==> src/rtl/alu_exec_pkg.sv <==
// Shared encodings for the execute stage: ALU opcodes, shift modes, status bit layout.
// Latency: n/a (types, constants and a pure helper function only).
// Backpressure: n/a.
package alu_exec_pkg;

    localparam int DEF_WIDTH = 16;
    localparam int DEF_IMM_W = 5;

    typedef enum logic [2:0] {
        OP_ADD = 3'b000,
        OP_SUB = 3'b001,
        OP_AND = 3'b010,
        OP_MVN = 3'b011,
        OP_MUL = 3'b100
    } alu_op_e;

    typedef enum logic [1:0] {
        SH_NONE = 2'b00,
        SH_LSL  = 2'b01,
        SH_LSR  = 2'b10,
        SH_ASR  = 2'b11
    } shift_e;

    localparam int ST_Z = 0;
    localparam int ST_N = 1;
    localparam int ST_V = 2;

    // Assemble the status vector from individual flags.
    function automatic logic [2:0] pack_status(input logic v, input logic n, input logic z);
        logic [2:0] s;
        s       = '0;
        s[ST_V] = v;
        s[ST_N] = n;
        s[ST_Z] = z;
        return s;
    endfunction

endpackage

==> src/rtl/alu_exec_shifter.sv <==
// Combinational barrel shifter for the B operand: none / LSL / LSR / ASR by shamt.
// Latency: 0 cycles (purely combinational).
// Backpressure: none; output follows inputs.
module alu_exec_shifter
    import alu_exec_pkg::*;
#(
    parameter int WIDTH   = DEF_WIDTH,
    parameter int SHAMT_W = $clog2(WIDTH)
) (
    input  logic [WIDTH-1:0]   din,
    input  logic [1:0]         mode,
    input  logic [SHAMT_W-1:0] shamt,
    output logic [WIDTH-1:0]   dout
);

    // Select shift flavour; logical shifts fill 0, ASR replicates the sign bit.
    always_comb begin
        dout = din;
        case (mode)
            SH_LSL:  dout = din << shamt;
            SH_LSR:  dout = din >> shamt;
            SH_ASR:  dout = WIDTH'($signed(din) >>> shamt);
            default: dout = din;
        endcase
    end

endmodule

==> src/rtl/alu_exec_unit.sv <==
// Execute stage: operand select, shifter, ALU, registered C/status; optional shift-add MUL (ALU_EXEC_MUL_EN).
// Latency: single-cycle ops registered on the accepting edge; MUL completes WIDTH edges after accept.
// Backpressure: in_ready drops while a MUL iterates; input ignored then; output has no backpressure.
module alu_exec_unit
    import alu_exec_pkg::*;
#(
    parameter int WIDTH   = DEF_WIDTH,
    parameter int IMM_W   = DEF_IMM_W,
    parameter int SHAMT_W = $clog2(WIDTH)
) (
    input  logic               clk,
    input  logic               rst_n,
    input  logic               in_valid,
    output logic               in_ready,
    input  logic               asel,
    input  logic               bsel,
    input  logic               loadc,
    input  logic               loads,
    input  logic [1:0]         shift,
    input  logic [SHAMT_W-1:0] shamt,
    input  logic [2:0]         alu_op,
    input  logic [WIDTH-1:0]   datapath_in,
    input  logic [WIDTH-1:0]   A,
    input  logic [WIDTH-1:0]   B,
    output logic               out_valid,
    output logic               err,
    output logic [WIDTH-1:0]   C,
    output logic [2:0]         status
);

    localparam int MSB = WIDTH - 1;

    logic [WIDTH-1:0] ain, bin, b_sh, imm, alu_res;
    logic             alu_v, alu_legal, accept, is_mul;
    logic             done_single, done_mul, ld_c, ld_s;
    logic [WIDTH-1:0] mul_lo, mul_hi;
    logic             wb_fire, wb_err, wb_c_en, wb_s_en;
    logic [WIDTH-1:0] wb_res;
    logic [2:0]       wb_stat;

    // Upper immediate bits are architecturally unused.
    logic unused_imm_hi;
    assign unused_imm_hi = ^datapath_in[WIDTH-1:IMM_W];

    assign ain    = asel ? A : '0;
    assign imm    = {{(WIDTH-IMM_W){1'b0}}, datapath_in[IMM_W-1:0]};
    assign bin    = bsel ? imm : b_sh;
    assign accept = in_valid && in_ready;

    alu_exec_shifter #(.WIDTH(WIDTH), .SHAMT_W(SHAMT_W)) u_shifter (
        .din   (B),
        .mode  (shift),
        .shamt (shamt),
        .dout  (b_sh)
    );

    // Single-cycle ALU; MUL is decoded separately and is illegal here.
    always_comb begin
        alu_res   = '0;
        alu_v     = 1'b0;
        alu_legal = 1'b1;
        case (alu_op)
            OP_ADD: begin
                alu_res = ain + bin;
                alu_v   = (ain[MSB] == bin[MSB]) && (alu_res[MSB] != ain[MSB]);
            end
            OP_SUB: begin
                alu_res = ain - bin;
                alu_v   = (ain[MSB] != bin[MSB]) && (alu_res[MSB] != ain[MSB]);
            end
            OP_AND:  alu_res = ain & bin;
            OP_MVN:  alu_res = ~bin;
            default: alu_legal = 1'b0;
        endcase
    end

`ifdef ALU_EXEC_MUL_EN
    localparam int CNT_W = (WIDTH > 1) ? $clog2(WIDTH) : 1;

    typedef enum logic {IDLE, MUL_RUN} state_e;

    state_e             state;
    logic [CNT_W-1:0]   cnt;
    logic [2*WIDTH-1:0] mcand, acc, acc_next;
    logic [WIDTH-1:0]   mplier;

    assign is_mul   = (alu_op == OP_MUL);
    assign acc_next = acc + (mplier[0] ? mcand : '0);
    assign mul_lo   = acc_next[WIDTH-1:0];
    assign mul_hi   = acc_next[2*WIDTH-1:WIDTH];
    assign done_mul = (state == MUL_RUN) && (cnt == CNT_W'(WIDTH - 1));

    // Control FSM: accepts in IDLE, runs one shift-add step per cycle in MUL_RUN.
    always_ff @(posedge clk or negedge rst_n) begin
        if (!rst_n) begin
            state    <= IDLE;
            in_ready <= 1'b1;
            cnt      <= '0;
            mcand    <= '0;
            mplier   <= '0;
            acc      <= '0;
            ld_c     <= 1'b0;
            ld_s     <= 1'b0;
        end else begin
            case (state)
                IDLE: begin
                    if (accept && is_mul) begin
                        state    <= MUL_RUN;
                        in_ready <= 1'b0;
                        cnt      <= '0;
                        mcand    <= {{WIDTH{1'b0}}, ain};
                        mplier   <= bin;
                        acc      <= '0;
                        ld_c     <= loadc;
                        ld_s     <= loads;
                    end
                end
                MUL_RUN: begin
                    acc    <= acc_next;
                    mcand  <= mcand << 1;
                    mplier <= mplier >> 1;
                    cnt    <= cnt + 1'b1;
                    if (done_mul) begin
                        state    <= IDLE;
                        in_ready <= 1'b1;
                    end
                end
                default: state <= IDLE;
            endcase
        end
    end
`else
    assign in_ready = 1'b1;
    assign is_mul   = 1'b0;
    assign done_mul = 1'b0;
    assign ld_c     = 1'b0;
    assign ld_s     = 1'b0;
    assign mul_lo   = '0;
    assign mul_hi   = '0;
`endif

    assign done_single = accept && !is_mul;
    assign wb_fire     = done_single || done_mul;
    assign wb_err      = done_single && !alu_legal;
    assign wb_c_en     = done_single ? (alu_legal && loadc) : (done_mul && ld_c);
    assign wb_s_en     = done_single ? (alu_legal && loads) : (done_mul && ld_s);
    assign wb_res      = done_mul ? mul_lo : alu_res;
    assign wb_stat     = done_mul ? pack_status(|mul_hi, mul_lo[MSB], mul_lo == '0)
                                  : pack_status(alu_v, alu_res[MSB], alu_res == '0);

    // Result/status registers and the one-cycle completion pulse.
    always_ff @(posedge clk or negedge rst_n) begin
        if (!rst_n) begin
            C         <= '0;
            status    <= '0;
            out_valid <= 1'b0;
            err       <= 1'b0;
        end else begin
            out_valid <= wb_fire;
            err       <= wb_err;
            if (wb_c_en) C      <= wb_res;
            if (wb_s_en) status <= wb_stat;
        end
    end

endmodule

==> config.mk <==
export PLATFORM = sky130hd
export DESIGN_NAME = alu_exec_unit
export DESIGN_NICKNAME = d
export VERILOG_FILES = /design/src/rtl/alu_exec_pkg.sv /design/src/rtl/alu_exec_shifter.sv /design/src/rtl/alu_exec_unit.sv
export SDC_FILE = /design/constraint.sdc
export NUM_CORES = 1
export LEC_CHECK = 0
export ABC_AREA = 1
export ABC_CLOCK_PERIOD_IN_PS = 800
export BUFFER_PORTS_ARGS = -buffer_cell sky130_fd_sc_hd__buf_4
export CAP_MARGIN = 20
export CORE_ASPECT_RATIO = 1.5
export CORE_MARGIN = 3
export CORE_UTILIZATION = 50
export DETAILED_ROUTE_END_ITERATION = 10
export GPL_TIMING_DRIVEN = 0
export PLACE_DENSITY = 0.69
export SYNTH_ARGS = -nofsm -noshare
export SYNTH_HDL_FRONTEND = slang
export SYNTH_SLANG_ARGS = --single-unit
==> constraint.sdc <==
create_clock -name clk -period 0.8 [get_ports clk]
set_input_delay 0.04 -clock clk [delete_from_list [all_inputs] [get_ports clk]]
set_output_delay 0.04 -clock clk [all_outputs]
set_load 0.005 [all_outputs]
# After elaboration in Yosys (flattened, before gate mapping)

Index checks and enable logic that the tools add are counted.

Multiplexer cells: 8
Bitwise gates (word level): 2
Reductions and logical operators: 9
Shifts and indexed selects: 3
Equal/unequal tests: 10
Add/sub/neg operators: 2

Operators by type and width:

| cell                                                                  | number |
|---|---|
| 16-bit case mux with 4 select lines                                   | 1 |
| 16-bit case mux with 3 select lines                                   | 1 |
| 16-bit two-way mux                                                    | 2 |
| 16-bit adder                                                          | 1 |
| 16-bit bitwise AND                                                    | 1 |
| 16-bit logical NOT                                                    | 1 |
| 16-bit NOT                                                            | 1 |
| 16-bit by 4-bit << shifter with 16-bit output                         | 1 |
| 16-bit by 4-bit >> shifter with 16-bit output                         | 1 |
| 16-bit by 4-bit >>> shifter with 16-bit output                        | 1 |
| 16-bit subtractor                                                     | 1 |
| 3-bit by 2-bit equality test with 1-bit output, second input constant | 2 |
| 1-bit logical AND                                                     | 5 |
| 2-bit equality test, second input constant                            | 2 |
| 4-bit OR reduction                                                    | 1 |
| 3-bit by 1-bit equality test with 1-bit output, second input constant | 1 |
| 3-bit logical NOT                                                     | 1 |
| 1-bit two-way mux                                                     | 3 |
| 1-bit inequality test                                                 | 3 |
| 2-bit by 1-bit equality test with 1-bit output, second input constant | 1 |
| 1-bit case mux with 2 select lines                                    | 1 |
| 1-bit equality test                                                   | 1 |
| 1-bit logical NOT                                                     | 1 |

Output and inout bits: 22
Logic and storage cells: 38
Bits in registers: 21

# Depth between registers and ports, before layout

Gate-level depths: netlist of run 1.

Depth in word-level cells: 7
Depth in mapped cells: 32
Depth with buffers taken out: 31

# By module

A second synthesis of run 1 with hierarchy kept.

Cell total of the unflattened synthesis: 987
Area, all modules: 5,144.9 um^2

Modules (own cells, without submodules):

| module           | seq. area each (um^2) | instances | cells an instance | area an instance (um^2) |
|---|---|---|---|---|
| alu_exec_unit    | 525.5                 | 1         | 644               | 3,557.2 |
| alu_exec_shifter | 0.0                   | 1         | 343               | 1,587.8 |

# Worst setup path before layout of run 1

Ideal clock, no wire load.

Kind: in2reg
From: input shamt[0]
To: register status[0]
Data arrival time: 2,699 ps
Stages on the path: 24
Slack: -1,964 ps
Cells stage by stage: buf_6 inv_8 buf_12 nand2_4 nand2_1 o21ai_1 o21ai_2 nand2_1 nand3_1 nand2_1 nand2_1 ha_1 fa_1 nand2_1 nand3_1 o21ai_0 a21oi_1 nor3_1 nand2_2 nor2_4 nand2_1 nor2_1 nand3_1 nand2_1

Cells in the longest elaborated chain, start to end: 6

RTL lines:

| item                                                                         | RTL line               | RTL |
|---|---|---|
| from (decl)                                                                  | alu_exec_unit.sv:20    | `input logic [SHAMT_W-1:0] shamt,` |
| 16-bit by 4-bit >>> shifter with 16-bit output, or another cell as far along | alu_exec_shifter.sv:22 | `SH_ASR: dout = WIDTH'($signed(din) >>> shamt);` |
| 16-bit case mux with 3 select lines (*)                                      | alu_exec_shifter.sv:19 | `case (mode)` |
| 16-bit two-way mux (*)                                                       | alu_exec_unit.sv:47    | `assign bin = bsel ? imm : b_sh;` |
| 16-bit subtractor, or another cell as far along                              | alu_exec_unit.sv:68    | `alu_res = ain - bin;` |
| 16-bit case mux with 4 select lines (*)                                      | alu_exec_unit.sv:62    | `case (alu_op)` |
| 16-bit logical NOT (*)                                                       | alu_exec_unit.sv:149   | `: pack_status(alu_v, alu_res[MSB], alu_res == '0);` |
| to (signal assigned)                                                         | alu_exec_unit.sv:162   | `if (wb_s_en) status <= wb_stat;` |
| to (decl)                                                                    | alu_exec_unit.sv:28    | `output logic [2:0] status` |

Every way passes the cells marked *; elsewhere a longest branch is shown, timed or not.
A chain may end at the register's enable or synchronous reset.

# Worst setup path after layout of run 1

Ends and elaborated chain as after synthesis.

==> results_dict.tcl, run 1 <==
set metrics [dict create \
    clockBufferDepth 2 \
    yosysTopAreaCell "nand2_1" \
    crit_top_cell "nand2_1" \
    fmax_mhz 358 \
    dpl.hpwl_microns 16100 \
    p_leak_nw 4.20 \
    cts.clk_slew.worst_paths_ns 0.05 \
    synth_mux_area_share_pct 0 \
    netlist_area_sq_mm 0.00526 \
    drc 0 \
    dp.cells 1179 \
    synth_most_common_cell "nand2_1" \
    synth_commonest_cells "nand2_1, nand3_1, inv_1, nor2_1, a21oi_1" \
    start_kind "input pin" \
    synth_compound_area_share_pct 9.42 \
    maxSlewHeadroom_pct 35.3 \
    crit_cells 27 \
    io_pins 86 \
    synth-adder-area-share_pct 8.37 \
    synth_nets 1069 \
    critPathRequiredTime_ns 0.99 \
    dieWidth_microns 89.8 \
    drive_gt1_share_pct 37.3 \
    grt_pass1_wl_microns 32800 \
    period_minus_slack_ns 2.79 \
    clk_latency_ns 0.25 \
    hold_start "in_valid" \
    report.final.slew_viol_count 0 \
    initialDrtViolationCount 464 \
    wire_per_inst_microns 17.5 \
    antenna_left 0 \
    rsz0062_at_grt "yes" \
    synth_sequential_area_ratio_pct 9.99 \
    antenna_found_initial 0 \
    synth.avg_cell_area_sq_um 5.42 \
    yosysTopAreaCellShare_pct 25.0 \
    synth_edf_count 0 \
    maxCapViolations 0 \
    core_area_sq_mm 0.0102 \
    final_nets 1197 \
    skew_ns 0 \
    synth-simple-area-share_pct 56.7 \
    yosys_warnings 0 \
    finalHoldViolCount 0 \
    ys.flop_type "dfrtp_1" \
    setup_viol 27 \
    end_kind "flop" \
    path_class "input pin to flop" \
    gp_congestion 1.07 \
    grt_util_all_layers_pct 34.3 \
    area_growth_pct 45.2 \
    synth-seq-cells 21 \
    die_h_microns 132 \
    cts_tree "yes" \
    crit_start "shamt[0]" \
    whs_ns 0.00619 \
    initial_core_util_pct 51.6 \
    hold_depth 3 \
    grt_pass1_vias 6749 \
    period_share_pct 349 \
    hold_path.class "input pin to flop" \
    synth_cell_types 47 \
    finalWorstSetupSlack_ns -1.99 \
    rows 45 \
    fin_cells 1239 \
    grt_start_max_net_pins 22 \
    synthArstFlopShare_pct 100 \
    critPathBufInv 4 \
    synth-xor-area-share_pct 0.499 \
    cp_slowest_stage_delay_ns 0.31 \
    violations "setup timing" \
    numPortBuffers 66 \
    status "complete, but fails checks" \
    antenna_cells 0 \
    die_area_sq_mm 0.0118 \
    vias_per_cell 5.70 \
    path_delay_family "simple AND/OR/NAND/NOR gates" \
    cp_slowest_cell "ha_1" \
    routed_wl_microns 21600 \
    worstMarginPinSlew_ns 0.963 \
    synth_top_family_by_area "simple AND/OR/NAND/NOR gates" \
    irDropWorstVdd_mv 0.612 \
    synthCells 971 \
    cts-htree-levels 1 \
    synthTopCellsByArea "nand2_1, nand3_1, dfrtp_1" \
    arrival_ns 2.98 \
    drt-pass1-iter-count 5 \
    reg2reg_depth 3 \
    critPathMaxFanout 8 \
    vias 7061 \
    powerDensity_mw_per_mm2 1060 \
    overflow 0 \
    numCtsBuffers 3 \
    cts.sinks 21 \
    r2r_start "C[6]" \
    clock-root-buffer "clkbuf_16" \
]
final timing paths:
check,end,slack (ns)
setup / recovery,status[0],-1.99
hold / removal,err,0.006
setup reg to reg,C[6],0.03
hold reg to reg,C[1],0.50
max in group asynchronous,status[1],0.37
min in group asynchronous,C[1],0.22
registers in the layout, indices dropped and copies added, names as in the netlist:
register / cells
C: 16
status: 3
err: 1
out_valid: 1
logic make-up (layout without fill, tap and decap cells):
group / count (synthesis) / after routing
compound gates: 89 / 89
xor+xnor: 3 / 3
fa+ha+maj: 34 / 34
buf+inv: 168 / 295
flops: 21 / 21
other cells: 1 / 1
simple gates: 655 / 655
where the power goes:
| group | total [mW] | internal, mW | leakage (nW) | switching [mW] |
|---|---|---|---|---|
| clock network | 1.04 | 0.678 | 0.0382 | 0.365 |
| registers | 1.32 | 1.21 | 0.278 | 0.109 |
| logic | 5.74 | 2.47 | 3.89 | 3.27 |
| total | 8.11 | 4.36 | 4.20 | 3.75 |
layer usage:
metal  vias to the layer above  part of all wire, %  GRT usage, %  wire (microns)
li1                       3357                    -             -               -
met1                      3166                   33          34.0            7240
met2                       403                   51          64.7           11100
met3                       135                  5.6          1.83            1210
met4                         0                  9.5          28.4            2060
met5                         -                    0             0               0
metrics by stage:
step / setup TNS (ns) / area, sq um / power (mW) / setup WS [ns] / util [%]
floorplan: -28.07 / 5470 / 4.15 / -1.74 / -
global placement: -39.05 / 6140 / 5.38 / -2.44 / 60.2
detailed placement: -38.99 / 6150 / 5.41 / -2.43 / 60.3
CTS: -30.31 / 7050 / 7.28 / -1.92 / 69.2
global route: -34.90 / 7640 / 8.61 / -2.21 / 74.9
finish: -31.58 / 7640 / 8.11 / -1.99 / 74.9
cell usage in the layout, fill, tap and decap left out, types with 4 or more instances in the layout:
master    synthesis  layout
inv_1           112      96
nand3_2          12      37
or2_2             5       4
a21oi_4           0       4
inv_4             2       4
nor2_4            2      14
nand3_1         159     130
inv_2            12      24
buf_8             0       5
a21oi_2           3       8
dfrtp_1          21      21
o21ai_2           1       8
o21ai_1          10      12
nand2_1         351     279
nand2_8           1       4
nor2_2            4       9
buf_4             6      99
nor2_1           68      51
nand3_4           0       4
buf_6             7      31
buf_2            14       6
nand4_1           7       7
buf_12            1       8
nand2_2          19      74
a21oi_1          41      32
o21ai_0          19      10
ha_1             32      19
nand2_4          12      26
ha_4              0      12
clkbuf_1          6       5
worst min-delay path: stages:
cell and delay (ns):
buf_4 0.10, nand2_1 0.05, inv_1 0.04
layout make-up:
| type | count | area [sq um] |
|---|---|---|
| plain buffers | 38 | 400 |
| clock buffers | 4 | 78.8 |
| fillers | 830 | 2550 |
| inverters | 128 | 513 |
| multi-input cells | 782 | 4840 |
| flip-flops and latches | 21 | 526 |
| well taps | 141 | 176 |
| repair buffers | 125 | 1110 |
repair_timing:
action                     CTS  global route
hold buffers                 2             0
cloned                       3             0
buffers inserted            28            25
setup endpoints to repair   34            38
hold endpoints to repair    22             0
pin swaps                   51            57
resized for setup          134           109
Note: power is estimated with default switching activity, not from simulation.
==> inputs of run 2 (changes only) <==
--- a/config.mk
+++ b/config.mk
@@ -15,6 +15,7 @@
 export DETAILED_ROUTE_END_ITERATION = 10
 export GPL_TIMING_DRIVEN = 0
 export PLACE_DENSITY = 0.69
+export SETUP_SLACK_MARGIN = 0.02
 export SYNTH_ARGS = -nofsm -noshare
 export SYNTH_HDL_FRONTEND = slang
 export SYNTH_SLANG_ARGS = --single-unit
==> results_dict.tcl, run 2 (synthesis results as in run 1) <==
set metrics [dict create \
    mostFrequentLayoutCells "nand2_1, nand3_1, buf_4" \
    setup_viol 36 \
    clock-root-buffer "clkbuf_16" \
    path_class "input pin to flop" \
    start_kind "input pin" \
    maxCapViolations 0 \
    finalWorstSetupSlack_ns -2.31 \
    maxSlewHeadroom_pct 39.3 \
    drc 0 \
    area_growth_pct 51.4 \
    mostFrequentLayoutCell "nand2_1" \
    numPortBuffers 66 \
    swShare_pct 47.4 \
    critPathRequiredTime_ns 1.00 \
    die_area_sq_mm 0.0118 \
    grt_start_max_net_pins 22 \
    vias_per_cell 5.88 \
    powerDensity_mw_per_mm2 1050 \
    dieWidth_microns 89.8 \
    comb_power_share_pct 71.5 \
    cp_slowest_stage_delay_ns 0.30 \
    finalHoldViolCount 0 \
    reg2reg_depth 3 \
    worstMarginPinSlew_ns 0.903 \
    n_fill_cell 755 \
    skew_ns 0 \
    drive_gt1_share_pct 42.1 \
    pwr-share-seq_pct 15.8 \
    drt-pass1-iter-count 7 \
    vias 7301 \
    end_kind "flop" \
    period_share_pct 389 \
    largest-register "C" \
    initial_core_util_pct 51.6 \
    r2r_slack_ns 0 \
    utilization_pct 78.2 \
    intPower_mw 4.42 \
    crit_start "shamt[0]" \
    r2r_start "C[4]" \
    crit_top_cell "nand2_1" \
    wire_per_inst_microns 18.8 \
    numCtsBuffers 3 \
    arrival_ns 3.31 \
    grt_pass1_vias 6936 \
    clkPwrFrac_pct 12.7 \
    hold_path.class "input pin to flop" \
    status "complete, but fails checks" \
    overflow 0 \
    antenna_left 0 \
    cp_slowest_cell "ha_4" \
    period_minus_slack_ns 3.11 \
    clk_latency_ns 0.26 \
    antenna_found_initial 0 \
    rsz0062_at_grt "yes" \
    timing.rr.end "C[4]" \
    p_leak_nw 4.33 \
    fin_cells 1241 \
    grt_util_all_layers_pct 35.1 \
    report.final.slew_viol_count 0 \
    cts.sinks 21 \
    dp.cells 1179 \
    largest_reg_flops 16 \
    dpl.hpwl_microns 16100 \
    die_h_microns 132 \
    critPathCapture "status[0]" \
    switching_power_mw 3.98 \
    io_pins 86 \
    initialDrtViolationCount 522 \
    clockBufferDepth 2 \
    critPathMaxFanout 8 \
    cts-htree-levels 1 \
    fmax_mhz 321 \
    routed_wl_microns 23300 \
    core_area_sq_mm 0.0102 \
    grt_pass1_wl_microns 33600 \
    antenna_cells 0 \
    final_nets 1199 \
    rows 45 \
    cts_tree "yes" \
    violations "setup timing" \
    pre_cts_ws_ns -2.43 \
    top_regs "C x16, status x3" \
    cts.clk_slew.worst_paths_ns 0.06 \
    irDropWorstVdd_mv 0.630 \
    gp_congestion 1.07 \
]
==> run 2: cell type report <==
class                   count  area (sq um)  share of cell area [%]
clock buffers               4          78.8                   0.989
repair buffers            127          1150                    14.5
flip-flops and latches     21           526                    6.60
inverters                 128           536                    6.72
well taps                 141           176                    2.21
plain buffers              38           417                    5.23
multi-input cells         782          5080                    63.8
==> run 2: what timing repair did <==
item | 4_1_cts | 5_1_grt
endpoints found under the setup margin | 38 | 40
hold endpoints to repair | 22 | 0
pin swaps | 87 | 71
resized for setup | 213 | 113
buffers inserted | 37 | 17
hold buffers | 2 | 0
gates cloned | 4 | 0
==> run 2: worst max-delay path, delay by kind of cell <==
family | cells | cell delay (ns)
adder cells (fa/ha/maj) | 1 | 0.30
buffers and inverters | 6 | 0.57
AND/OR/NAND/NOR | 18 | 2.00
AO/OA/AOI/OAI | 2 | 0.38
==> run 2: metal layers <==
metal	up-vias	global-route usage (%)	wire (microns)
met1	3262	33.9	7380
met5	-	0	0
met3	179	1.55	1590
met4	0	28.6	2300
li1	3370	-	-
met2	490	67.5	12000
==> run 2: power groups by stage <==
stage | clock network, mW | registers (mW) | logic [mW]
after detailed placement | 0 | 1.30 | 4.11
after global placement | 0 | 1.30 | 4.09
after CTS | 1.05 | 1.31 | 5.16
final | 1.07 | 1.33 | 6.00
after global routing | 1.10 | 1.35 | 6.40
after floorplan | 0 | 1.32 | 2.83
==> run 2: worst min path at each step <==
stage / depth (start not counted) / slack, ns / startpoint / endpoint
6_report: 3 / 0.06 / in_valid / err
5_1_grt: 3 / 0.08 / in_valid / err
4_1_cts: 3 / 0.001 / in_valid / err
3_5_place_dp: 1 / -0.07 / rst_n / C[2]
3_3_place_gp: 1 / -0.07 / rst_n / C[2]
2_1_floorplan: 0 / -0.26 / rst_n / C[0]
==> run 2: per-stage QoR <==
step                cell area, sq um  hold WS (ns)  total power, mW  TNS (ns)
floorplan                       5470        -0.256             4.15    -28.07
global placement                6140       -0.0697             5.38    -39.05
detailed placement              6150       -0.0704             5.41    -38.99
CTS                             7450       0.00104             7.52    -29.57
global route                    7970        0.0754             8.85    -35.91
finish                          7970        0.0647             8.40    -32.66
